===== config.mk =====
export PLATFORM = sky130hd
export DESIGN_NAME = dac_ddr_framer_flat
export DESIGN_NICKNAME = d
export VERILOG_FILES = /design/src/rtl/dac_ddr_framer_if.sv /design/src/rtl/dac_ddr_framer.sv /design/src/flat_wrapper.sv
export SDC_FILE = /design/constraint.sdc
export NUM_CORES = 1
export LEC_CHECK = 0
export BUFFER_PORTS_ARGS = -buffer_cell sky130_fd_sc_hd__buf_4
export CAP_MARGIN = 20
export CORE_MARGIN = 3
export CORE_UTILIZATION = 30
export DETAILED_ROUTE_END_ITERATION = 7
export PLACE_DENSITY = 0.54
export SYNTH_ARGS = -nofsm -noshare
export SYNTH_HDL_FRONTEND = slang
export SYNTH_SLANG_ARGS = --single-unit

===== constraint.sdc =====
create_clock -name clkD -period 11.6 [get_ports clkD]
set_clock_uncertainty 0.15 [all_clocks]
set_input_delay 0 -clock clkD [delete_from_list [all_inputs] [get_ports clkD]]
set_output_delay 0 -clock clkD [all_outputs]
set_load 0.005 [all_outputs]

===== src/rtl/dac_ddr_framer_if.sv =====
// Sample, configuration and framed-output bundle of the DDR DAC framer.
// The bench or upstream logic drives the master side; the framer is the slave.
interface dac_ddr_framer_if #(
    parameter int DATA_W  = 16,
    parameter int N_PAIRS = 1
);

    localparam int NCH = 2 * N_PAIRS;
    localparam int OW  = N_PAIRS * (DATA_W + 2);

    logic [NCH*DATA_W-1:0] din;
    logic                  din_valid;
    logic                  cfg_we;
    logic                  cfg_re;
    logic [7:0]            cfg_addr;
    logic [15:0]           cfg_data;
    logic                  cfg_commit;
    logic [15:0]           cfg_rdata;
    logic [OW-1:0]         d1_out;
    logic [OW-1:0]         d2_out;
    logic [NCH-1:0]        sat_out;
    logic [15:0]           underrun_cnt;

    modport master (
        output din, din_valid,
        output cfg_we, cfg_re, cfg_addr, cfg_data, cfg_commit,
        input  cfg_rdata, d1_out, d2_out, sat_out, underrun_cnt
    );

    modport slave (
        input  din, din_valid,
        input  cfg_we, cfg_re, cfg_addr, cfg_data, cfg_commit,
        output cfg_rdata, d1_out, d2_out, sat_out, underrun_cnt
    );

endinterface


===== src/rtl/dac_ddr_framer.sv =====
// DDR-LVDS DAC framer: per-channel source select, offset with saturation,
// D1/D2 word framing, shadowed configuration and status counters.
module dac_ddr_framer #(
    parameter int DATA_W           = 16,
    parameter int N_PAIRS          = 1,
    parameter bit HOLD_ON_UNDERRUN = 1'b1
) (
    input  logic            clkD,
    input  logic            rst_in,
    dac_ddr_framer_if.slave bus
);

    localparam int NCH = 2 * N_PAIRS;
    localparam int SW  = DATA_W + 1;
    localparam int FW  = DATA_W + 2;

    localparam logic [1:0] MODE_LIVE  = 2'd0;
    localparam logic [1:0] MODE_CONST = 2'd1;
    localparam logic [1:0] MODE_RAMP  = 2'd2;
    localparam logic [1:0] MODE_MID   = 2'd3;

    localparam logic [1:0] FRAME_D1 = 2'b01;
    localparam logic [1:0] FRAME_D2 = 2'b10;

    localparam logic [DATA_W-1:0] DMAX = {1'b0, {(DATA_W-1){1'b1}}};
    localparam logic [DATA_W-1:0] DMIN = {1'b1, {(DATA_W-1){1'b0}}};

    localparam logic [7:0] ADDR_URUN = 8'h80;
    localparam logic [7:0] ADDR_SAT  = 8'h81;

    logic [1:0]        r_sh_mode  [NCH];
    logic [DATA_W-1:0] r_sh_off   [NCH];
    logic [DATA_W-1:0] r_sh_const [NCH];
    logic [DATA_W-1:0] r_sh_step  [NCH];

    logic [1:0]        r_ac_mode  [NCH];
    logic [DATA_W-1:0] r_ac_off   [NCH];
    logic [DATA_W-1:0] r_ac_const [NCH];
    logic [DATA_W-1:0] r_ac_step  [NCH];

    logic [1:0]        w_nx_mode  [NCH];
    logic [DATA_W-1:0] w_nx_off   [NCH];
    logic [DATA_W-1:0] w_nx_const [NCH];
    logic [DATA_W-1:0] w_nx_step  [NCH];

    logic [DATA_W-1:0] r_acc      [NCH];
    logic [DATA_W-1:0] r_last     [NCH];
    logic [SW-1:0]     r_s1_sum   [NCH];

    logic [DATA_W-1:0] w_src      [NCH];
    logic [SW-1:0]     w_sum      [NCH];
    logic [DATA_W-1:0] w_sat_data [NCH];
    logic [NCH-1:0]    w_ovf;

    logic [FW*N_PAIRS-1:0] r_d1;
    logic [FW*N_PAIRS-1:0] r_d2;
    logic [NCH-1:0]        r_sat;
    logic [15:0]           r_urun;
    logic [15:0]           r_rdata;
    logic [15:0]           w_rd;

    logic       w_ch_acc;
    logic [3:0] w_k;
    logic [2:0] w_r;
    logic       w_clr_urun;
    logic       w_clr_sat;
    logic       w_any_live;
    logic       w_urun_inc;

    assign w_ch_acc   = ~bus.cfg_addr[7];
    assign w_k        = bus.cfg_addr[6:3];
    assign w_r        = bus.cfg_addr[2:0];
    assign w_clr_urun = bus.cfg_we && (bus.cfg_addr == ADDR_URUN);
    assign w_clr_sat  = bus.cfg_we && (bus.cfg_addr == ADDR_SAT);
    assign w_urun_inc = !bus.din_valid && w_any_live
                        && (r_urun != 16'hFFFF);

    // Post-write shadow image; a commit copies this so a same-cycle
    // write is part of the committed set.
    always_comb begin
        for (int k = 0; k < NCH; k++) begin
            w_nx_mode[k]  = r_sh_mode[k];
            w_nx_off[k]   = r_sh_off[k];
            w_nx_const[k] = r_sh_const[k];
            w_nx_step[k]  = r_sh_step[k];
            if (bus.cfg_we && w_ch_acc && (w_k == 4'(k))) begin
                case (w_r)
                    3'd0: w_nx_mode[k]  = bus.cfg_data[1:0];
                    3'd1: w_nx_off[k]   = bus.cfg_data[DATA_W-1:0];
                    3'd2: w_nx_const[k] = bus.cfg_data[DATA_W-1:0];
                    3'd3: w_nx_step[k]  = bus.cfg_data[DATA_W-1:0];
                    default: ;
                endcase
            end
        end
    end

    always_comb begin
        w_rd = '0;
        if (bus.cfg_addr == ADDR_URUN) begin
            w_rd = r_urun;
        end else if (bus.cfg_addr == ADDR_SAT) begin
            w_rd[NCH-1:0] = r_sat;
        end else if (w_ch_acc) begin
            for (int k = 0; k < NCH; k++) begin
                if (w_k == 4'(k)) begin
                    case (w_r)
                        3'd0: w_rd[1:0]        = r_sh_mode[k];
                        3'd1: w_rd[DATA_W-1:0] = r_sh_off[k];
                        3'd2: w_rd[DATA_W-1:0] = r_sh_const[k];
                        3'd3: w_rd[DATA_W-1:0] = r_sh_step[k];
                        default: ;
                    endcase
                end
            end
        end
    end

    always_comb begin
        w_any_live = 1'b0;
        for (int k = 0; k < NCH; k++) begin
            if (r_ac_mode[k] == MODE_LIVE) w_any_live = 1'b1;
        end
    end

    // Stage 1: source select and offset add in DATA_W+1 bits
    always_comb begin
        for (int k = 0; k < NCH; k++) begin
            w_src[k] = '0;
            case (r_ac_mode[k])
                MODE_LIVE: begin
                    if (bus.din_valid)
                        w_src[k] = bus.din[k*DATA_W +: DATA_W];
                    else if (HOLD_ON_UNDERRUN)
                        w_src[k] = r_last[k];
                end
                MODE_CONST: w_src[k] = r_ac_const[k];
                MODE_RAMP:  w_src[k] = r_acc[k];
                default:    w_src[k] = '0;
            endcase
            if (r_ac_mode[k] == MODE_MID)
                w_sum[k] = '0;
            else
                w_sum[k] = {w_src[k][DATA_W-1], w_src[k]}
                         + {r_ac_off[k][DATA_W-1], r_ac_off[k]};
        end
    end

    // Stage 2: overflow shows as disagreement of the two top sum bits
    always_comb begin
        w_ovf = '0;
        for (int k = 0; k < NCH; k++) begin
            w_ovf[k] = r_s1_sum[k][SW-1] ^ r_s1_sum[k][SW-2];
            if (!w_ovf[k])
                w_sat_data[k] = r_s1_sum[k][DATA_W-1:0];
            else if (r_s1_sum[k][SW-1])
                w_sat_data[k] = DMIN;
            else
                w_sat_data[k] = DMAX;
        end
    end

    always_ff @(posedge clkD or posedge rst_in) begin
        if (rst_in) begin
            for (int k = 0; k < NCH; k++) begin
                r_sh_mode[k]  <= MODE_LIVE;
                r_sh_off[k]   <= '0;
                r_sh_const[k] <= '0;
                r_sh_step[k]  <= '0;
                r_ac_mode[k]  <= MODE_LIVE;
                r_ac_off[k]   <= '0;
                r_ac_const[k] <= '0;
                r_ac_step[k]  <= '0;
                r_acc[k]      <= '0;
            end
        end else begin
            for (int k = 0; k < NCH; k++) begin
                r_sh_mode[k]  <= w_nx_mode[k];
                r_sh_off[k]   <= w_nx_off[k];
                r_sh_const[k] <= w_nx_const[k];
                r_sh_step[k]  <= w_nx_step[k];
                if (bus.cfg_commit) begin
                    r_ac_mode[k]  <= w_nx_mode[k];
                    r_ac_off[k]   <= w_nx_off[k];
                    r_ac_const[k] <= w_nx_const[k];
                    r_ac_step[k]  <= w_nx_step[k];
                end
                if (bus.cfg_commit && (w_nx_mode[k] == MODE_RAMP)
                    && (r_ac_mode[k] != MODE_RAMP))
                    r_acc[k] <= '0;
                else
                    r_acc[k] <= r_acc[k] + r_ac_step[k];
            end
        end
    end

    always_ff @(posedge clkD or posedge rst_in) begin
        if (rst_in) begin
            for (int k = 0; k < NCH; k++) begin
                r_last[k]   <= '0;
                r_s1_sum[k] <= '0;
            end
            for (int p = 0; p < N_PAIRS; p++) begin
                r_d1[p*FW +: FW] <= {FRAME_D1, {DATA_W{1'b0}}};
                r_d2[p*FW +: FW] <= {FRAME_D2, {DATA_W{1'b0}}};
            end
        end else begin
            for (int k = 0; k < NCH; k++) begin
                if (bus.din_valid)
                    r_last[k] <= bus.din[k*DATA_W +: DATA_W];
                r_s1_sum[k] <= w_sum[k];
            end
            for (int p = 0; p < N_PAIRS; p++) begin
                r_d1[p*FW +: FW] <= {FRAME_D1, w_sat_data[2*p]};
                r_d2[p*FW +: FW] <= {FRAME_D2, w_sat_data[2*p+1]};
            end
        end
    end

    // Status: a clear in the same cycle as a count or a set wins
    always_ff @(posedge clkD or posedge rst_in) begin
        if (rst_in) begin
            r_urun  <= '0;
            r_sat   <= '0;
            r_rdata <= '0;
        end else begin
            if (w_clr_urun)
                r_urun <= '0;
            else if (w_urun_inc)
                r_urun <= r_urun + 16'd1;
            if (w_clr_sat)
                r_sat <= '0;
            else
                r_sat <= r_sat | w_ovf;
            if (bus.cfg_re)
                r_rdata <= w_rd;
        end
    end

    assign bus.d1_out       = r_d1;
    assign bus.d2_out       = r_d2;
    assign bus.sat_out      = r_sat;
    assign bus.underrun_cnt = r_urun;
    assign bus.cfg_rdata    = r_rdata;

endmodule


===== src/flat_wrapper.sv =====
// flat-port wrapper written by rule: the top's interface ports become plain ports
module dac_ddr_framer_flat 
#(
    parameter int DATA_W           = 16,
    parameter int N_PAIRS          = 1,
    parameter bit HOLD_ON_UNDERRUN = 1'b1
)
  (clkD, rst_in, bus_din, bus_din_valid, bus_cfg_we, bus_cfg_re, bus_cfg_addr, bus_cfg_data, bus_cfg_commit, bus_cfg_rdata, bus_d1_out, bus_d2_out, bus_sat_out, bus_underrun_cnt);
  dac_ddr_framer_if #(.DATA_W(DATA_W), .N_PAIRS(N_PAIRS)) bus_i ();
  input  logic clkD;
  input  logic rst_in;
  input wire logic [$bits(bus_i.din)-1:0] bus_din;
  input wire logic [$bits(bus_i.din_valid)-1:0] bus_din_valid;
  input wire logic [$bits(bus_i.cfg_we)-1:0] bus_cfg_we;
  input wire logic [$bits(bus_i.cfg_re)-1:0] bus_cfg_re;
  input wire logic [$bits(bus_i.cfg_addr)-1:0] bus_cfg_addr;
  input wire logic [$bits(bus_i.cfg_data)-1:0] bus_cfg_data;
  input wire logic [$bits(bus_i.cfg_commit)-1:0] bus_cfg_commit;
  output wire logic [$bits(bus_i.cfg_rdata)-1:0] bus_cfg_rdata;
  output wire logic [$bits(bus_i.d1_out)-1:0] bus_d1_out;
  output wire logic [$bits(bus_i.d2_out)-1:0] bus_d2_out;
  output wire logic [$bits(bus_i.sat_out)-1:0] bus_sat_out;
  output wire logic [$bits(bus_i.underrun_cnt)-1:0] bus_underrun_cnt;
  assign bus_i.din = bus_din;
  assign bus_i.din_valid = bus_din_valid;
  assign bus_i.cfg_we = bus_cfg_we;
  assign bus_i.cfg_re = bus_cfg_re;
  assign bus_i.cfg_addr = bus_cfg_addr;
  assign bus_i.cfg_data = bus_cfg_data;
  assign bus_i.cfg_commit = bus_cfg_commit;
  assign bus_cfg_rdata = bus_i.cfg_rdata;
  assign bus_d1_out = bus_i.d1_out;
  assign bus_d2_out = bus_i.d2_out;
  assign bus_sat_out = bus_i.sat_out;
  assign bus_underrun_cnt = bus_i.underrun_cnt;
  dac_ddr_framer #(.DATA_W(DATA_W), .N_PAIRS(N_PAIRS), .HOLD_ON_UNDERRUN(HOLD_ON_UNDERRUN)) u_core (.clkD(clkD), .rst_in(rst_in), .bus(bus_i));
endmodule

==> results.md, run 1 <==
CTS:
- Hold repair after CTS inserted 97 buffers.
- The post-cts resize count is 0.
- The number of buffers created by CTS is 41.
- At the later pin of the worst-skew pair, clock insertion delay measures 560 ps.
- The total number of clock tree sinks is 364.
- TritonCTS built the clock tree.
- The H-tree generated during clock tree synthesis spans 2 levels.
- The buffer levels on the longest clock path is 3.
- The clock edge transition at the registers on the reported setup and hold paths is 60 ps.
- CTS placed an instance of sky130_fd_sc_hd__clkbuf_16 at the clock tree root.
- The number of setup buffers added after CTS is 0.

Die:
- In this run the vertical extent of the chip is 249 um.
- The starting density of the core is 0.305.
- The floorplan step defined a core boundary enclosing 58000 um2.
- The cell row count is 88.
- The total die area is 62000 um2.
- 132 I/O pins were placed.
- The die is 249 um wide.

Synth:
- Of the total synthesized cell area, the portion taken by XOR and XNOR cells is 0.0242.
- Ranked by total cell area, the synthesized netlist is headed by sky130_fd_sc_hd__dfrtp_1, sky130_fd_sc_hd__mux2_2, sky130_fd_sc_hd__ha_1.
- In this run the cell area of the synthesized design comes to 17700 um2.
- The fraction of synthesized area in multiplexers is 0.179.
- The most used flip-flop cell after synthesis is sky130_fd_sc_hd__dfrtp_1.
- In this run the mean area of a mapped cell was 11.8 um2.
- Counting distinct cell types in the post-synthesis netlist gives 66.
- The synthesized-area fraction occupied by adder cells is 0.0519.
- The sequential share of the synthesized area is 0.514.
- Of the total synthesized cell area, the portion taken by AND, OR, NAND and NOR gates is 0.0972.
- The number of flops mapped to enable cells by yosys is 0.
- The synthesized design contains 364 register bits.
- The post-synthesis instance total is 1503.
- The fraction of post-synthesis cell area in the top cell type by area is 0.514.
- Of all cell types, the one taking the most synthesized area is sky130_fd_sc_hd__dfrtp_1.
- For this run, the number of Yosys warnings is 0.
- The synthesized-area fraction occupied by ao, oa, aoi and oai cells is 0.112.
- After synthesis, the share of flip-flops with an asynchronous set or reset is 1.00.
- After synthesis, the largest family of logic cells by area is multiplexers.

Routing:
- The wire length per cell after detailed routing is 20.2 um.
- Dividing the detail-routed via count by the number of cells gives 4.96.
- The count of nets left with antenna violations once routing finished came out at 0.
- In this run, the number of DRC markers left after iteration 0 of detailed routing was 784.
- The count of vias placed by the detailed router is 12400.
- The remaining routing DRC violations is 0.
- The total detailed-routing wirelength is 50600 um.
- The first-pass detailed-route iteration total is 5.

STA:
- The post-route worst hold slack is 20.8 ps.
- The maximum clock frequency is 244 MHz.
- The max-slew violation count is 0.
- Setup violations remaining at the end of the flow were counted as 0.
- Setup repair after global routing left no endpoint under its margin.
- The headroom to the max-slew limit is 0.247.
- The clock period minus worst slack is 4090 ps.
- The final clock period utilization by the worst path is 0.353.
- The final hold violation count was 0.
- In the final timing run, aggregate negative setup slack is 0 ps.
- The transition time at the pin with the least slew margin is 1130 ps.

Power:
- The worst-case IR drop observed on VDD is 0.0967 mV.
- The areal power density over the cells is 166 nW/um2.
- In this run the static leakage power is 10.4 nW.

Global route:
- The total overflow left after global routing is 0.
- The initial antenna violation count came to 8.
- The largest net degree at the start of global routing is 140.
- The via count of the first global-routing pass is 12800.
- The first global-routing pass estimated 77700 um of wire.
- The total routing resource utilization after global routing is 0.161.

Placed design:
- Summed over all nets, the half-perimeter wirelength after detailed placement is 35700 um.
- Buffers placed on the I/O ports in this run total 127.
- At the end of routability-driven placement, the weighted congestion stood at 0.883.
- In this run the cell area measured after placement is 19400 um2.
- Once placement completed, the tool counted placed cells totaling 2334.

Setup path:
- STA puts the critical path data required time at 11890 ps.
- In this run the worst path has a maximum fanout of 22.
- STA classifies the critical path endpoint as a register.
- The master of the slowest instance on the critical path is sky130_fd_sc_hd__nor2b_1.
- STA classifies the critical path startpoint as a register.
- Walking the worst path, the cells encountered are nor2b_1 -> nand2_1 -> o21ai_0 -> ha_1 -> a21oi_1 -> o21bai_1 -> nor4_1 -> o21ba_2 -> o21ai_0 -> mux2i_1.
- The critical path class is register to register.
- The most prevalent standard cell on the critical path is sky130_fd_sc_hd__o21ai_0.
- The largest incremental delay on the critical path is 910 ps.
- The worst path arrival time is 4380 ps.

Final layout:
- The area added between synthesis and finish is 22.9%.
- The area occupied by registers is 9110 um2.
- The number of inserted filler cells in the final layout is 5600.
- The final standard cell area without fillers is 21800 um2.
- Once layout is complete, the cells apart from fillers number 2508.
- Of the cells placed in the final design, the portion with a size suffix greater than 1 is 0.264.
- The number of nets in the layout is 1845.
- Summing all multi-input logic gate instances after layout gives 8260 um2.

Flow run:
- The tool flagged a number of max-cap violations equal to 0.

Outcome:
- The flow ran to the end, and the final reports show no timing, DRC or antenna violations.

Hold path:
- The tightest min-delay check is of the input pin to register type.
==> critical path, delay by kind of cell (launching register included) <==
family          cells  cell delay [ps]
flops               1              730
fa+ha+maj           1              310
mux                 1              130
compound gates      5              930
simple gates        3             1700
==> power breakdown <==
group	internal (W)	switching, W
Clock	0.000773	0.000526
Sequential	0.00144	0.000105
Combinational	0.000366	0.000405
==> stage by stage <==
| stage | setup slack, ps | util | total power, W |
|---|---|---|---|
| 4_1_cts | 7580 | 0.374 | 0.00366 |
| 6_report | 7510 | 0.375 | 0.00362 |
| 5_1_grt | 7130 | 0.375 | 0.00381 |
| 2_1_floorplan | 1350 | - | 0.00203 |
| 3_3_place_gp | 7790 | 0.335 | 0.00229 |
| 3_5_place_dp | 7600 | 0.335 | 0.00231 |
==> worst paths after layout <==
kind | from | endpoint | slack (ps) | depth (start not counted)
worst max-delay path | u_core.r_ac_mode[2]$_DFFE_PP0P_ | u_core.r_s1_sum[32]$_DFF_PP0_ | 7510 | 10
worst min-delay path | bus_din_valid | u_core.r_last[16]$_DFF_PP0_ | 20 | 2
worst max register to register | u_core.r_ac_mode[2]$_DFFE_PP0P_ | u_core.r_s1_sum[32]$_DFF_PP0_ | 7510 | 10
max in group asynchronous | rst_in | u_core.r_sh_const[12]$_DFF_PP0_ | 9690 | 4
min in group asynchronous | rst_in | u_core.bus.underrun_cnt[4]$_DFFE_PP0P_ | 80 | 3
worst min register to register | u_core.r_s1_sum[23]$_DFF_PP0_ | u_core.bus.d1_out[6]$_DFF_PP0_ | 300 | 1
==> routing by layer <==
layer  global-route usage  part of all wire  up-vias
met2                0.249              0.45      282
met1                0.229              0.48     6255
met3               0.0281             0.050       58
met4               0.0507             0.025        2
met5                    0           0.00026        -
li1                     -                 -     5844
==> layout make-up <==
cell class,instances,area share
Antenna cell,4,0.000460
Clock buffer,62,0.0564
Clock inverter,8,0.00477
Inverter,14,0.00276
Multi-Input combinational cell,1055,0.380
Sequential cell,364,0.418
Tap cell,765,0.0440
Timing Repair Buffer,236,0.0938
==> logic make-up (layout without fill, tap and decap cells) <==
kind of cell	count (synthesis)	in the layout
flip-flops	364	364
AND/OR/NAND/NOR	349	349
AO/OA/AOI/OAI	308	308
multiplexers	274	274
buffers and inverters	86	320
adder cells (fa/ha/maj)	71	71
XOR/XNOR	49	49
other	2	8
==> Yosys cell counts, types with 12 or more instances <==
master and instances:
sky130_fd_sc_hd__a211oi_1 14, sky130_fd_sc_hd__a21o_1 48, sky130_fd_sc_hd__a21oi_1 78, sky130_fd_sc_hd__a22oi_1 31, sky130_fd_sc_hd__a32oi_1 17, sky130_fd_sc_hd__buf_1 12
sky130_fd_sc_hd__clkbuf_1 48, sky130_fd_sc_hd__dfrtp_1 364, sky130_fd_sc_hd__ha_1 67, sky130_fd_sc_hd__inv_1 13, sky130_fd_sc_hd__mux2_2 208, sky130_fd_sc_hd__mux2_4 30
sky130_fd_sc_hd__mux2i_1 34, sky130_fd_sc_hd__nand2_1 100, sky130_fd_sc_hd__nand3_1 31, sky130_fd_sc_hd__nor2_1 105, sky130_fd_sc_hd__nor2b_1 18, sky130_fd_sc_hd__nor3_1 19
sky130_fd_sc_hd__o21a_1 12, sky130_fd_sc_hd__o21ai_0 72, sky130_fd_sc_hd__xnor2_1 29, sky130_fd_sc_hd__xor2_1 20
==> registers in the layout, summed over array words and instances, names as in the netlist <==
register and count:
u_core.r_sh_step 32, u_core.r_s1_sum 34, u_core.r_sh_const 32, u_core.bus.sat_out 2, u_core.bus.d2_out 16, u_core.r_acc 32, u_core.r_ac_off 32, u_core.r_ac_step 32
u_core.r_sh_off 32, u_core.r_last 32, u_core.r_ac_const 32, u_core.r_sh_mode 4, u_core.r_ac_mode 4, u_core.bus.d1_out 16, u_core.bus.underrun_cnt 16, u_core.bus.cfg_rdata 16
==> layout by cell type (no fill, tap or decap), types with 6 or more instances in the layout <==
cell type / count
sky130_fd_sc_hd__a211oi_1: 14
sky130_fd_sc_hd__a21o_1: 48
sky130_fd_sc_hd__a21oi_1: 78
sky130_fd_sc_hd__a22oi_1: 31
sky130_fd_sc_hd__a32oi_1: 17
sky130_fd_sc_hd__and2_1: 8
sky130_fd_sc_hd__and3_1: 8
sky130_fd_sc_hd__and4_1: 6
sky130_fd_sc_hd__buf_4: 137
sky130_fd_sc_hd__clkbuf_1: 11
sky130_fd_sc_hd__clkbuf_16: 43
sky130_fd_sc_hd__clkbuf_8: 8
sky130_fd_sc_hd__dfrtp_1: 364
sky130_fd_sc_hd__dlygate4sd3_1: 97
sky130_fd_sc_hd__ha_1: 67
sky130_fd_sc_hd__inv_1: 12
sky130_fd_sc_hd__mux2_2: 208
sky130_fd_sc_hd__mux2_4: 30
sky130_fd_sc_hd__mux2i_1: 34
sky130_fd_sc_hd__nand2_1: 100
sky130_fd_sc_hd__nand2b_1: 9
sky130_fd_sc_hd__nand3_1: 31
sky130_fd_sc_hd__nand4_1: 10
sky130_fd_sc_hd__nor2_1: 105
sky130_fd_sc_hd__nor2b_1: 18
sky130_fd_sc_hd__nor3_1: 19
sky130_fd_sc_hd__o21a_1: 12
sky130_fd_sc_hd__o21ai_0: 72
sky130_fd_sc_hd__o21bai_1: 9
sky130_fd_sc_hd__or3_1: 6
sky130_fd_sc_hd__xnor2_1: 29
sky130_fd_sc_hd__xor2_1: 20
(Power assumes the default switching activity.)
==> run 2, diff against run 1 <==
--- a/config.mk
+++ b/config.mk
@@ -5,12 +5,13 @@
 export SDC_FILE = /design/constraint.sdc
 export NUM_CORES = 1
 export LEC_CHECK = 0
+export ABC_AREA = 1
 export BUFFER_PORTS_ARGS = -buffer_cell sky130_fd_sc_hd__buf_4
 export CAP_MARGIN = 20
 export CORE_MARGIN = 3
 export CORE_UTILIZATION = 30
 export DETAILED_ROUTE_END_ITERATION = 7
-export PLACE_DENSITY = 0.54
+export PLACE_DENSITY = 0.53
 export SYNTH_ARGS = -nofsm -noshare
 export SYNTH_HDL_FRONTEND = slang
 export SYNTH_SLANG_ARGS = --single-unit
==> constraint.sdc (replaced) <==
create_clock -name clkD -period 4.3 [get_ports clkD]
set_clock_uncertainty 0.15 [all_clocks]
set_input_delay 0 -clock clkD [delete_from_list [all_inputs] [get_ports clkD]]
set_output_delay 0 -clock clkD [all_outputs]
set_load 0.005 [all_outputs]
==> run 2 against run 1 <==
  * Non-clock buffer count grew 9
  * Combinational power rose to 3.7 times the previous value
  * First-iteration DRC count rose by 110%
  * Sequential share of layout area is 1.3 points lower
  * Critical path depth grew 6
  * Worst hold slack better by 16 ps
  * Synthesized cell count grew 47%
  * Wire length is 19% higher
  * Global-route usage rose by 2.6 points
==> results.md, run 2 <==
Outcome:
- The flow ran to the end, and the final reports show no timing, DRC or antenna violations.

Synth:
- The most frequently used cell type in the post-synthesis netlist is sky130_fd_sc_hd__nand2_1.
- The most area-hungry cell type in the Yosys netlist is sky130_fd_sc_hd__dfrtp_1.
- Sorting the synthesized cells by area gives the leading types as sky130_fd_sc_hd__dfrtp_1, sky130_fd_sc_hd__nand2_1, sky130_fd_sc_hd__nand3_1.
- The cell count after synthesis came out at 2213.
- The warning count from the yosys run is 0.
- The synthesized cell area is 18400 um2.
- For this run, the leading register cell type out of synthesis is sky130_fd_sc_hd__dfrtp_1.
- The sequential share of the synthesized area is 0.496.
- By count the netlist is led by sky130_fd_sc_hd__nand2_1, sky130_fd_sc_hd__dfrtp_1, sky130_fd_sc_hd__inv_1.
- In the synthesized netlist the async set-or-reset flop fraction comes to 1.00.
- The number of flip-flops and latches in the synthesized netlist is 364.
- The fraction of post-synthesis cell area in the top cell type by area is 0.496.
- In this run, distinct cell masters in the synthesized netlist total 38.
- Dividing the synthesized area by the synthesized cell count gives 8.30 um2.
- The synthesized design contains 0 enable-type register cells.

Routing:
- The number of DRC violations after detailed-routing iteration 0 is 1618.
- The ratio of routed vias to standard cells is 4.98.
- The count of vias placed by the detailed router is 16000.
- The first-pass detailed-route iteration total is 8.
- The count of nets left with antenna violations once routing finished came out at 0.
- For this run, design rule violations remaining after detail routing come to 0.
- The final layout contains routed wiring with a total length of 60400 um.
- The wire length per cell after detailed routing is 18.7 um.

STA:
- The final hold violation count was 0.
- The max-slew violation count is 0.
- The headroom to the max-slew limit is 0.307.
- At the pin with the least slew margin, the transition time is 1030 ps.
- The maximum clock frequency is 286 MHz.
- Subtracting the final worst setup slack from the clock period gives 3500 ps.
- The final setup violation count is 0.
- The total negative slack for setup checks is 0 ps.
- Setup repair after global routing left no endpoint under its margin.
- The final clock period utilization by the worst path is 0.813.

Final layout:
- The final standard cell area without fillers is 22500 um2.
- The number of flip-flops under the largest register name is 34.
- The area added between synthesis and finish is 22.4%.
- u_core.r_s1_sum holds more flip-flops than any other register.
- The proportion of layout cells with a drive suffix above 1 is 0.111.
- The leading cell type in the layout, fill and taps excluded is sky130_fd_sc_hd__nand2_1.
- Leaving out fill and tap cells, the most frequent cells in the layout are sky130_fd_sc_hd__nand2_1, sky130_fd_sc_hd__dfrtp_1, sky130_fd_sc_hd__inv_1, sky130_fd_sc_hd__nand3_1, sky130_fd_sc_hd__nor2_1.
- The number of nets in the layout is 2539.

CTS:
- The CTS root buffer is sky130_fd_sc_hd__clkbuf_16.
- The clock edge transition at the registers on the reported setup and hold paths is 60 ps.
- The CTS H-tree depth is 2.
- The CTS tree is built.
- For the worst-skew pair, the clock arrives at the later sink with an insertion delay of 570 ps.
- The clock passes through at most 3 buffers.
- The number of buffers created by CTS is 42.
- The total number of clock tree sinks is 364.

Global route:
- Across every metal layer, demand over resource in global routing totals 0.187.
- The wire length of the first global-routing pass is 92700 um.
- The largest net degree at the start of global routing is 161.
- The total overflow left after global routing is 0.
- The via count of the first global-routing pass came to 15800.
- The initial antenna violation count came to 2.

Placed design:
- The number of buffer cells added on primary ports is 127.
- The HPWL after detailed placement is 44800 um.
- The congestion estimate from routability-driven global placement came to 0.923.
- Once placement finished, the instance area stood at 20100 um2.

Power:
- For this design the ratio of total power to cell area is 493 nW/um2.
- The worst-case vdd ir drop is 0.227 mV.
- The total chip power is 0.0111 W.
- For this design the static power due to leakage is 11.4 nW.

Hold path:
- The type of the most critical hold path is input pin to asynchronous set/reset pin.

Setup path:
- The most prevalent standard cell on the critical path is sky130_fd_sc_hd__nand2_1.
- The worst register-to-register path has a depth of 16.
- STA puts the critical path data required time at 4610 ps.
- The worst path arrival time is 3810 ps.
- The signal on the critical path passes through clkinv_1 -> buf_4 -> nand2_1 -> inv_1 -> nand2_1 -> nand3_1 -> ha_1 -> fa_1 -> nand3_1 -> nand2_1 -> nand2_1 -> nand2_1 -> nand2_1 -> nand2_1 -> o21ai_0 -> nor2_1.
- The capturing element type of the critical path is a register.
- The worst setup path is launched from a register.
- Of all nets on the critical path, the largest fanout is 19.
- The master of the slowest instance on the critical path is sky130_fd_sc_hd__dfrtp_1.
- The largest incremental delay on the critical path is 750 ps.
- The critical path class is register to register.

Die:
- The cell row count is 90.
- For this configuration, the core starts out at a cell density of 0.304.
- The top-level I/O count is 132.
- The floorplan step defined a die boundary enclosing 64200 um2.
- The die outline height is 253 um.
- The placeable core region is 60500 um2.
- The die width is 253 um.

Flow run:
- Max-cap violations in this run came to 0.
[run 2: layer usage]
metal	vias up	track usage	routed length, um	share of wire
met4	0	0.0519	1550	0.026
met1	7793	0.264	27900	0.46
met5	-	0	0	0
met2	449	0.296	27600	0.46
li1	7696	-	-	-
met3	88	0.0312	3260	0.054
[run 2: final timing paths]
| check | startpoint | end | slack (ps) |
|---|---|---|---|
| worst max-delay path | u_core.r_ac_mode[1]$_DFFE_PP0P_ | u_core.r_s1_sum[12]$_DFF_PP0_ | 800 |
| max in group asynchronous | rst_in | u_core.bus.d1_out[0]$_DFF_PP0_ | 3080 |
| worst min-delay path | rst_in | u_core.bus.d2_out[0]$_DFF_PP0_ | 40 |
| worst min register to register | u_core.r_s1_sum[7]$_DFF_PP0_ | u_core.bus.d2_out[7]$_DFF_PP0_ | 300 |
| min in group clkD | bus_cfg_addr[6] | u_core.r_sh_off[16]$_DFF_PP0_ | 60 |
| worst max register to register | u_core.r_ac_mode[1]$_DFFE_PP0P_ | u_core.r_s1_sum[12]$_DFF_PP0_ | 800 |
[run 2: final cells by class]
| cell class | instances | area, um2 |
|---|---|---|
| Sequential cell | 364 | 9110 |
| Clock inverter | 17 | 239 |
| Fill cell | 6119 | 38000 |
| Antenna cell | 1 | 2.50 |
| Clock buffer | 59 | 1200 |
| Multi-Input combinational cell | 1543 | 8060 |
| Timing Repair Buffer | 245 | 2100 |
| Tap cell | 782 | 978 |
| Inverter | 210 | 793 |
[run 2: power breakdown]
group	switching, W	internal (W)	leakage (nW)	total, W
Combinational	0.00167	0.00118	6.08	0.00285
Sequential	0.000477	0.00399	4.63	0.00447
Clock	0.00150	0.00225	0.695	0.00375
Total	0.00364	0.00743	11.4	0.0111
[run 2: timing repair]
item,4_1_cts,5_1_grt
buffers inserted,0,0
hold buffers,95,0
hold endpoints to repair,603,0
resized for setup,0,0
[run 2: cell families (layout without fill, tap and decap cells)]
group	after synthesis	in the layout	synth area share
simple gates	994	994	0.227
compound gates	411	411	0.125
flops	364	364	0.496
buf+inv	308	531	0.0660
fa+ha+maj	71	71	0.0500
mux	32	32	0.0196
xor+xnor	31	31	0.0148
other cells	2	5	0.000409
[run 2: through the flow]
stage	setup WS (ps)	hold WS (ps)	instances	utilization
after floorplan	-732	18.1	2215	-
after global placement	856	114	3049	0.332
after detailed placement	793	107	3049	0.332
after CTS	770	14.0	3220	0.372
after global routing	429	101	3221	0.372
final	803	36.8	3221	0.372
[run 2: worst max-delay path: cells and delay by family (launching register included)]
family	cells	cell delay (ps)
flip-flops	1	750
AND/OR/NAND/NOR	10	1000
adder cells (fa/ha/maj)	2	690
buffers and inverters	3	630
AO/OA/AOI/OAI	1	140
